**config.mk**
```make
export PLATFORM = sky130hd
export DESIGN_NAME = stream_minmax_tracker
export DESIGN_NICKNAME = d
export VERILOG_FILES = /design/src/rtl/stream_minmax_pkg.sv /design/src/rtl/minmax_cmp.sv /design/src/rtl/stream_minmax_tracker.sv
export SDC_FILE = /design/constraint.sdc
export NUM_CORES = 1
export LEC_CHECK = 0
export ABC_AREA = 1
export CORE_ASPECT_RATIO = 0.8
export CORE_MARGIN = 2
export CORE_UTILIZATION = 40
export DETAILED_ROUTE_END_ITERATION = 8
export PLACE_DENSITY_LB_ADDON = 0.1
export SYNTH_ARGS = -nofsm -noshare
export SYNTH_HDL_FRONTEND = slang
export SYNTH_HIERARCHICAL = 1
export SYNTH_SLANG_ARGS = --single-unit
```
**constraint.sdc**
```tcl
create_clock -name clk -period 1.92 [get_ports clk]
set_input_delay 0.384 -clock clk [delete_from_list [all_inputs] [get_ports clk]]
set_output_delay 0.384 -clock clk [all_outputs]
set_load 0.05 [all_outputs]
```
**src/rtl/stream_minmax_pkg.sv**
```systemverilog
// rtl/stream_minmax_pkg.sv - shared types and defaults for the stream min/max tracker
// Contents: frame state enum (EMPTY/RUN/DONE), its encoding constants,
// default sample and counter widths.
package stream_minmax_pkg;

    localparam logic [1:0] ENC_EMPTY = 2'd0;
    localparam logic [1:0] ENC_RUN   = 2'd1;
    localparam logic [1:0] ENC_DONE  = 2'd2;

    typedef enum logic [1:0] {
        ST_EMPTY = ENC_EMPTY,
        ST_RUN   = ENC_RUN,
        ST_DONE  = ENC_DONE
    } state_e;

    localparam int DEFAULT_WIDTH = 8;
    localparam int DEFAULT_CNT_W = 8;

endpackage

```
**src/rtl/minmax_cmp.sv**
```systemverilog
// rtl/minmax_cmp.sv - combinational less-than of two samples, signed or unsigned
// Ports:
//   a_i   in   WIDTH  left operand
//   b_i   in   WIDTH  right operand
//   lt_o  out  1      a_i < b_i under the selected ordering
// A greater-than is obtained by instancing with the operands swapped.
module minmax_cmp #(
    parameter int WIDTH      = 8,
    parameter int SIGNED_CMP = 0
) (
    input  logic [WIDTH-1:0] a_i,
    input  logic [WIDTH-1:0] b_i,
    output logic             lt_o
);

    // Flipping the sign bit maps two's-complement order onto unsigned order,
    // so a single unsigned comparator serves both modes.
    localparam logic [WIDTH-1:0] BIAS = (SIGNED_CMP != 0) ? {1'b1, {(WIDTH-1){1'b0}}}
                                                          : {WIDTH{1'b0}};

    assign lt_o = (a_i ^ BIAS) < (b_i ^ BIAS);

endmodule

```
**src/rtl/stream_minmax_tracker.sv**
```systemverilog
// rtl/stream_minmax_tracker.sv - frame-based running min/max/count tracker for a sample stream
// Optional feature macro: MINMAX_INDEX_EN (adds out_min_idx and its register).
// Ports:
//   clk          in   1      rising-edge clock
//   rst          in   1      synchronous active-high reset
//   clear        in   1      abort frame, return to EMPTY
//   in_valid     in   1      sample qualifier
//   in_data      in   WIDTH  sample
//   in_last      in   1      last sample of frame
//   out_valid    out  1      results valid (RUN or DONE)
//   out_min      out  WIDTH  running/final minimum
//   out_max      out  WIDTH  running/final maximum
//   out_count    out  CNT_W  samples in frame, saturating
//   out_ovf      out  1      sticky count saturation flag
//   frame_done   out  1      one-cycle pulse after the closing sample
//   out_min_idx  out  CNT_W  index of first minimum sample (MINMAX_INDEX_EN)
module stream_minmax_tracker
    import stream_minmax_pkg::*;
#(
    parameter int WIDTH      = DEFAULT_WIDTH,
    parameter int CNT_W      = DEFAULT_CNT_W,
    parameter int SIGNED_CMP = 0
) (
    input  logic             clk,
    input  logic             rst,
    input  logic             clear,
    input  logic             in_valid,
    input  logic [WIDTH-1:0] in_data,
    input  logic             in_last,
    output logic             out_valid,
    output logic [WIDTH-1:0] out_min,
    output logic [WIDTH-1:0] out_max,
    output logic [CNT_W-1:0] out_count,
    output logic             out_ovf,
    output logic             frame_done
`ifdef MINMAX_INDEX_EN
    ,
    output logic [CNT_W-1:0] out_min_idx
`endif
);

    localparam logic [CNT_W-1:0] CNT_MAX = {CNT_W{1'b1}};

    state_e           state_q, state_d;
    logic             valid_q, valid_d;
    logic [WIDTH-1:0] min_q,   min_d;
    logic [WIDTH-1:0] max_q,   max_d;
    logic [CNT_W-1:0] cnt_q,   cnt_d;
    logic             ovf_q,   ovf_d;
    logic             done_q,  done_d;
`ifdef MINMAX_INDEX_EN
    logic [CNT_W-1:0] idx_q,   idx_d;
`endif

    logic lt_min;
    logic gt_max;

    minmax_cmp #(
        .WIDTH      (WIDTH),
        .SIGNED_CMP (SIGNED_CMP)
    ) u_cmp_min (
        .a_i  (in_data),
        .b_i  (min_q),
        .lt_o (lt_min)
    );

    // Operands swapped: max_q < in_data  <=>  in_data > max_q.
    minmax_cmp #(
        .WIDTH      (WIDTH),
        .SIGNED_CMP (SIGNED_CMP)
    ) u_cmp_max (
        .a_i  (max_q),
        .b_i  (in_data),
        .lt_o (gt_max)
    );

    always_comb begin
        state_d = state_q;
        valid_d = valid_q;
        min_d   = min_q;
        max_d   = max_q;
        cnt_d   = cnt_q;
        ovf_d   = ovf_q;
        done_d  = 1'b0;
`ifdef MINMAX_INDEX_EN
        idx_d   = idx_q;
`endif
        if (clear) begin
            // Abort wins over a coincident sample; the sample is dropped.
            state_d = ST_EMPTY;
            valid_d = 1'b0;
            min_d   = '0;
            max_d   = '0;
            cnt_d   = '0;
            ovf_d   = 1'b0;
`ifdef MINMAX_INDEX_EN
            idx_d   = '0;
`endif
        end else if (in_valid) begin
            valid_d = 1'b1;
            done_d  = in_last;
            state_d = in_last ? ST_DONE : ST_RUN;
            if (state_q != ST_RUN) begin
                // EMPTY or DONE: this sample opens a new frame with no bubble.
                min_d = in_data;
                max_d = in_data;
                cnt_d = {{(CNT_W-1){1'b0}}, 1'b1};
                ovf_d = 1'b0;
`ifdef MINMAX_INDEX_EN
                idx_d = '0;
`endif
            end else begin
                if (lt_min) begin
                    min_d = in_data;
`ifdef MINMAX_INDEX_EN
                    // Old count equals this sample's zero-based index; once
                    // the counter is pinned the index can no longer be known.
                    if (cnt_q != CNT_MAX) begin
                        idx_d = cnt_q;
                    end
`endif
                end
                if (gt_max) begin
                    max_d = in_data;
                end
                if (cnt_q == CNT_MAX) begin
                    ovf_d = 1'b1;
                end else begin
                    cnt_d = cnt_q + 1'b1;
                end
            end
        end
    end

    always_ff @(posedge clk) begin
        if (rst) begin
            state_q <= ST_EMPTY;
            valid_q <= 1'b0;
            min_q   <= '0;
            max_q   <= '0;
            cnt_q   <= '0;
            ovf_q   <= 1'b0;
            done_q  <= 1'b0;
`ifdef MINMAX_INDEX_EN
            idx_q   <= '0;
`endif
        end else begin
            state_q <= state_d;
            valid_q <= valid_d;
            min_q   <= min_d;
            max_q   <= max_d;
            cnt_q   <= cnt_d;
            ovf_q   <= ovf_d;
            done_q  <= done_d;
`ifdef MINMAX_INDEX_EN
            idx_q   <= idx_d;
`endif
        end
    end

    assign out_valid  = valid_q;
    assign out_min    = min_q;
    assign out_max    = max_q;
    assign out_count  = cnt_q;
    assign out_ovf    = ovf_q;
    assign frame_done = done_q;
`ifdef MINMAX_INDEX_EN
    assign out_min_idx = idx_q;
`endif

endmodule

```
==> results.md <==
- Final routed DRC violation total: 0
- Tightest slew margin relative to the limit: 0.659
- Synthesized-area fraction occupied by xor and xnor cells: 0
- Unrepaired setup endpoints after global routing: no
- CTS Buf Count: 5
- Number of buffer and inverter stages on the critical path: 1
- Number of failing setup endpoints in the final timing report: 0
- Filler cell count in the final layout: 385
- Register area share after synthesis: 0.354
- Net count after synthesis: 257
- Total of buffers placed on input and output ports: 39
- Hold/Removal Path Class: reg -> reg
- Main combinational cell family by area after synthesis: simple AND/OR/NAND/NOR gates
- CP Data Required Time: 1.54 ns
- Slowest cell on the critical path: sky130_fd_sc_hd__clkdlybuf4s50_1
- Aggregate global-route resource usage: 0.171
- Initial cell density of the core: 0.425
- Largest stage delay, worst path: 0.82 ns
- Power per cell area: 639 mW/mm^2
- Worst-case clock buffer depth: 2
- Critical Path Sink Type: primary output
- Pwr Total: 1.42 mW
- Number of search-and-repair iterations in the first detailed-routing pass: 4
- Die area: 0.00463 mm^2
- Fraction of synthesized area in multiplexers: 0
- Ant diodes: 0
- Share of power burned in the clock network: 0.344
- Routed wire length: 3.77 mm
- Internal power summed over all cells: 0.979 mW
- Worst setup path category: reg -> out
- Library cell used as clock root buffer: sky130_fd_sc_hd__clkbuf_8
- Count of nets after finishing: 307
- Switching power: 0.440 mW
- CTS tree: built
- Total number of vias: 1,543
- Clock transition at the registers of the reported paths: 0.06 ns
- Fraction of layout cells with a size suffix above 1: 0.196
- Crit path time final: 1.85 ns
- I/O pin cnt: 40
- Outcome: complete, no violations
- Layout area overhead: 35.7%
- Largest vdd supply drop: 0.000337 V
- Post-synthesis cell count: 229
- Slew Viols, Final: 0
- Chip Height: 61.2 um
- Mean area per synthesized cell: 7.15 um^2
- Switching part of the total power: 0.310
- Worst hold slack after final layout: 0.469 ns
- Antenna Nets Post-Route: 0
- Grt ovf: 0
- Placeable core region: 0.00385 mm^2
- CTS Hold Bufs: 0
- Number of antenna violations at the first check in global routing: 0
- Critical Path AT: 1.47 ns
- Relative contribution of combinational cells to total power: 0.206
- Number of hold violations in the final report: 0
- Synth unique cells: 22
- Flip-flop and latch count after synthesis: 29
- 1st-iter DRT viols: 73
- Sequential power share: 0.450
- Die width: 75.5 um
- Clock insertion delay at the later pin of the skew report: 0.28 ns
- Compound-Gate Fraction of Synth Area: 0.145
- Worst-case setup margin in the final layout: 0.0666 ns
- HPWL after detailed placement: 2.76 mm
- Share of synthesized cell area in full adder, half adder and majority cells: 0.115
- Tcrit/Tclk final: 0.965
- Critical Path Source Type: flip-flop
- Routability Congestion: 0.773
- Routed length per instance: 11.3 um
- Global-route wire length before repair: 5.98 mm
- Layout Skew: 0.00638 ns
- Sequential Area: 581 um^2
- Pin count of the biggest net entering global routing: 21
- Synthesized cell area: 0.00164 mm^2
- Number of max-cap violations: 0
- Vias in the first global route: 1,331
- H-Tree Depth: 2
- Total area of multi-input combinational cells: 931 um^2
- Placement Rows: 20
- Number of warnings reported in the yosys synthesis log: 6
- Dpl ws: -0.311 ns
- Family with the most delay on the worst path: buffers and inverters
- Standby leakage power: 1.03 nW
- Highest Clock Rate: 540 MHz
- Maximum fanout count along the critical path: 3
- Total number of clock tree sinks: 29
- Basic-gate share of the synthesized area counting and, or, nand and nor cells: 0.293
- Cells along the critical path: clkdlybuf4s50_1
- Via-to-Cell Ratio: 4.61
- Measured slew at the worst slew-check pin: 0.509 ns
==> Yosys cell counts <==
cell type	number	area [um^2]
sky130_fd_sc_hd__nor2_1	43	161
sky130_fd_sc_hd__nand2_1	36	135
sky130_fd_sc_hd__dfxtp_1	29	581
sky130_fd_sc_hd__inv_1	28	105
sky130_fd_sc_hd__o21ai_0	20	100
sky130_fd_sc_hd__a21oi_1	16	80.1
sky130_fd_sc_hd__ha_1	15	188
sky130_fd_sc_hd__nand3_1	13	65.1
sky130_fd_sc_hd__inv_2	6	22.5
sky130_fd_sc_hd__nand2_2	4	25.0
sky130_fd_sc_hd__nand2_4	3	33.8
sky130_fd_sc_hd__a21oi_2	2	17.5
sky130_fd_sc_hd__buf_2	2	10.0
sky130_fd_sc_hd__nand3b_1	2	15.0
sky130_fd_sc_hd__nor2_4	2	22.5
sky130_fd_sc_hd__o21ai_4	2	32.5
sky130_fd_sc_hd__buf_6	1	11.3
sky130_fd_sc_hd__clkbuf_1	1	3.75
sky130_fd_sc_hd__nand3_2	1	10.0
sky130_fd_sc_hd__nor2_2	1	6.26
sky130_fd_sc_hd__nor3_1	1	5.00
sky130_fd_sc_hd__o21a_1	1	7.51
==> cell usage in the layout, fill, tap and decap left out <==
| cell | count |
|---|---|
| sky130_fd_sc_hd__o21ai_2 | 2 |
| sky130_fd_sc_hd__nor2_1 | 42 |
| sky130_fd_sc_hd__dlymetal6s2s_1 | 5 |
| sky130_fd_sc_hd__o21ai_4 | 2 |
| sky130_fd_sc_hd__buf_4 | 21 |
| sky130_fd_sc_hd__nor2_2 | 2 |
| sky130_fd_sc_hd__nand3_2 | 1 |
| sky130_fd_sc_hd__clkdlybuf4s50_1 | 17 |
| sky130_fd_sc_hd__clkinvlp_4 | 1 |
| sky130_fd_sc_hd__clkinv_2 | 2 |
| sky130_fd_sc_hd__a21oi_4 | 1 |
| sky130_fd_sc_hd__nand3_1 | 13 |
| sky130_fd_sc_hd__clkbuf_8 | 5 |
| sky130_fd_sc_hd__inv_2 | 6 |
| sky130_fd_sc_hd__nand2_1 | 36 |
| sky130_fd_sc_hd__o21ai_0 | 19 |
| sky130_fd_sc_hd__buf_12 | 1 |
| sky130_fd_sc_hd__nor3_1 | 1 |
| sky130_fd_sc_hd__ha_1 | 15 |
| sky130_fd_sc_hd__inv_1 | 28 |
| sky130_fd_sc_hd__dfxtp_1 | 29 |
| sky130_fd_sc_hd__a21oi_2 | 2 |
| sky130_fd_sc_hd__o21a_1 | 1 |
| sky130_fd_sc_hd__nand2_2 | 4 |
| sky130_fd_sc_hd__nand2_4 | 3 |
| sky130_fd_sc_hd__nand3b_1 | 2 |
| sky130_fd_sc_hd__a21oi_1 | 15 |
| sky130_fd_sc_hd__nor2_4 | 2 |
| sky130_fd_sc_hd__dlygate4sd2_1 | 2 |
==> sequential cells by signal (all words and copies together), names as in the netlist <==
register	cells
out_count	8
frame_done	1
out_max	8
out_ovf	1
state_q	2
out_min	8
out_valid	1
==> logic make-up (layout without fill, tap and decap cells) <==
logic type / after synthesis / after routing
AND/OR/NAND/NOR: 106 / 106
flip-flops: 29 / 29
AO/OA/AOI/OAI: 41 / 42
buffers and inverters: 38 / 88
adder cells (fa/ha/maj): 15 / 15
==> what timing repair did <==
item	4_1_cts	5_1_grt
setup endpoints to repair	8	16
pin swaps	0	2
endpoints found under the hold margin	0	0
cloned	0	1
setup buffers	0	0
gates resized for setup	2	10
==> layer usage <==
layer	global-route usage	vias to the layer above	routed length (um)
met2	0.227	39	1540
li1	-	835	-
met4	0.0451	0	19
met5	0	-	0
met1	0.268	667	2050
met3	0.0442	2	164
==> final timing paths <==
check                          startpoint                      end  slack, ns  cells after the start
hold / removal       out_ovf$_SDFFE_PP0P_     out_ovf$_SDFFE_PP0P_       0.47                      1
setup reg to reg  out_min[6]$_SDFFE_PP0P_  out_min[5]$_SDFFE_PP0P_       0.28                      9
setup / recovery  out_max[2]$_SDFFE_PP0P_               out_max[2]       0.07                      1
hold reg to reg      out_ovf$_SDFFE_PP0P_     out_ovf$_SDFFE_PP0P_       0.47                      1
==> cell type report <==
type                       count  area share
multi-input combinational    163       0.419
sequential                    29       0.261
timing repair buffer          46       0.193
tap                           55      0.0310
inverter                      34      0.0574
clock buffer                   5      0.0310
clock inverter                 3     0.00788
==> through the flow <==
step	cell area, um^2	setup TNS (ns)	utilization	cells
detailed placement	2100	-4.68	0.545	326
CTS	2180	0	0.567	334
global placement	2100	-4.72	0.545	326
finish	2220	0	0.577	335
global route	2220	0	0.577	335
floorplan	1640	0	-	229
==> power groups by stage <==
| stage | Clock (mW) | Sequential, mW | Combinational [mW] |
|---|---|---|---|
| 3_5_place_dp | 0 | 0.652 | 0.284 |
| 4_1_cts | 0.499 | 0.639 | 0.284 |
| 6_report | 0.488 | 0.639 | 0.292 |
| 3_3_place_gp | 0 | 0.653 | 0.282 |
| 5_1_grt | 0.533 | 0.642 | 0.322 |
| 2_1_floorplan | 0 | 0.713 | 0.120 |
No activity file was read; power rests on OpenSTA's default activity.
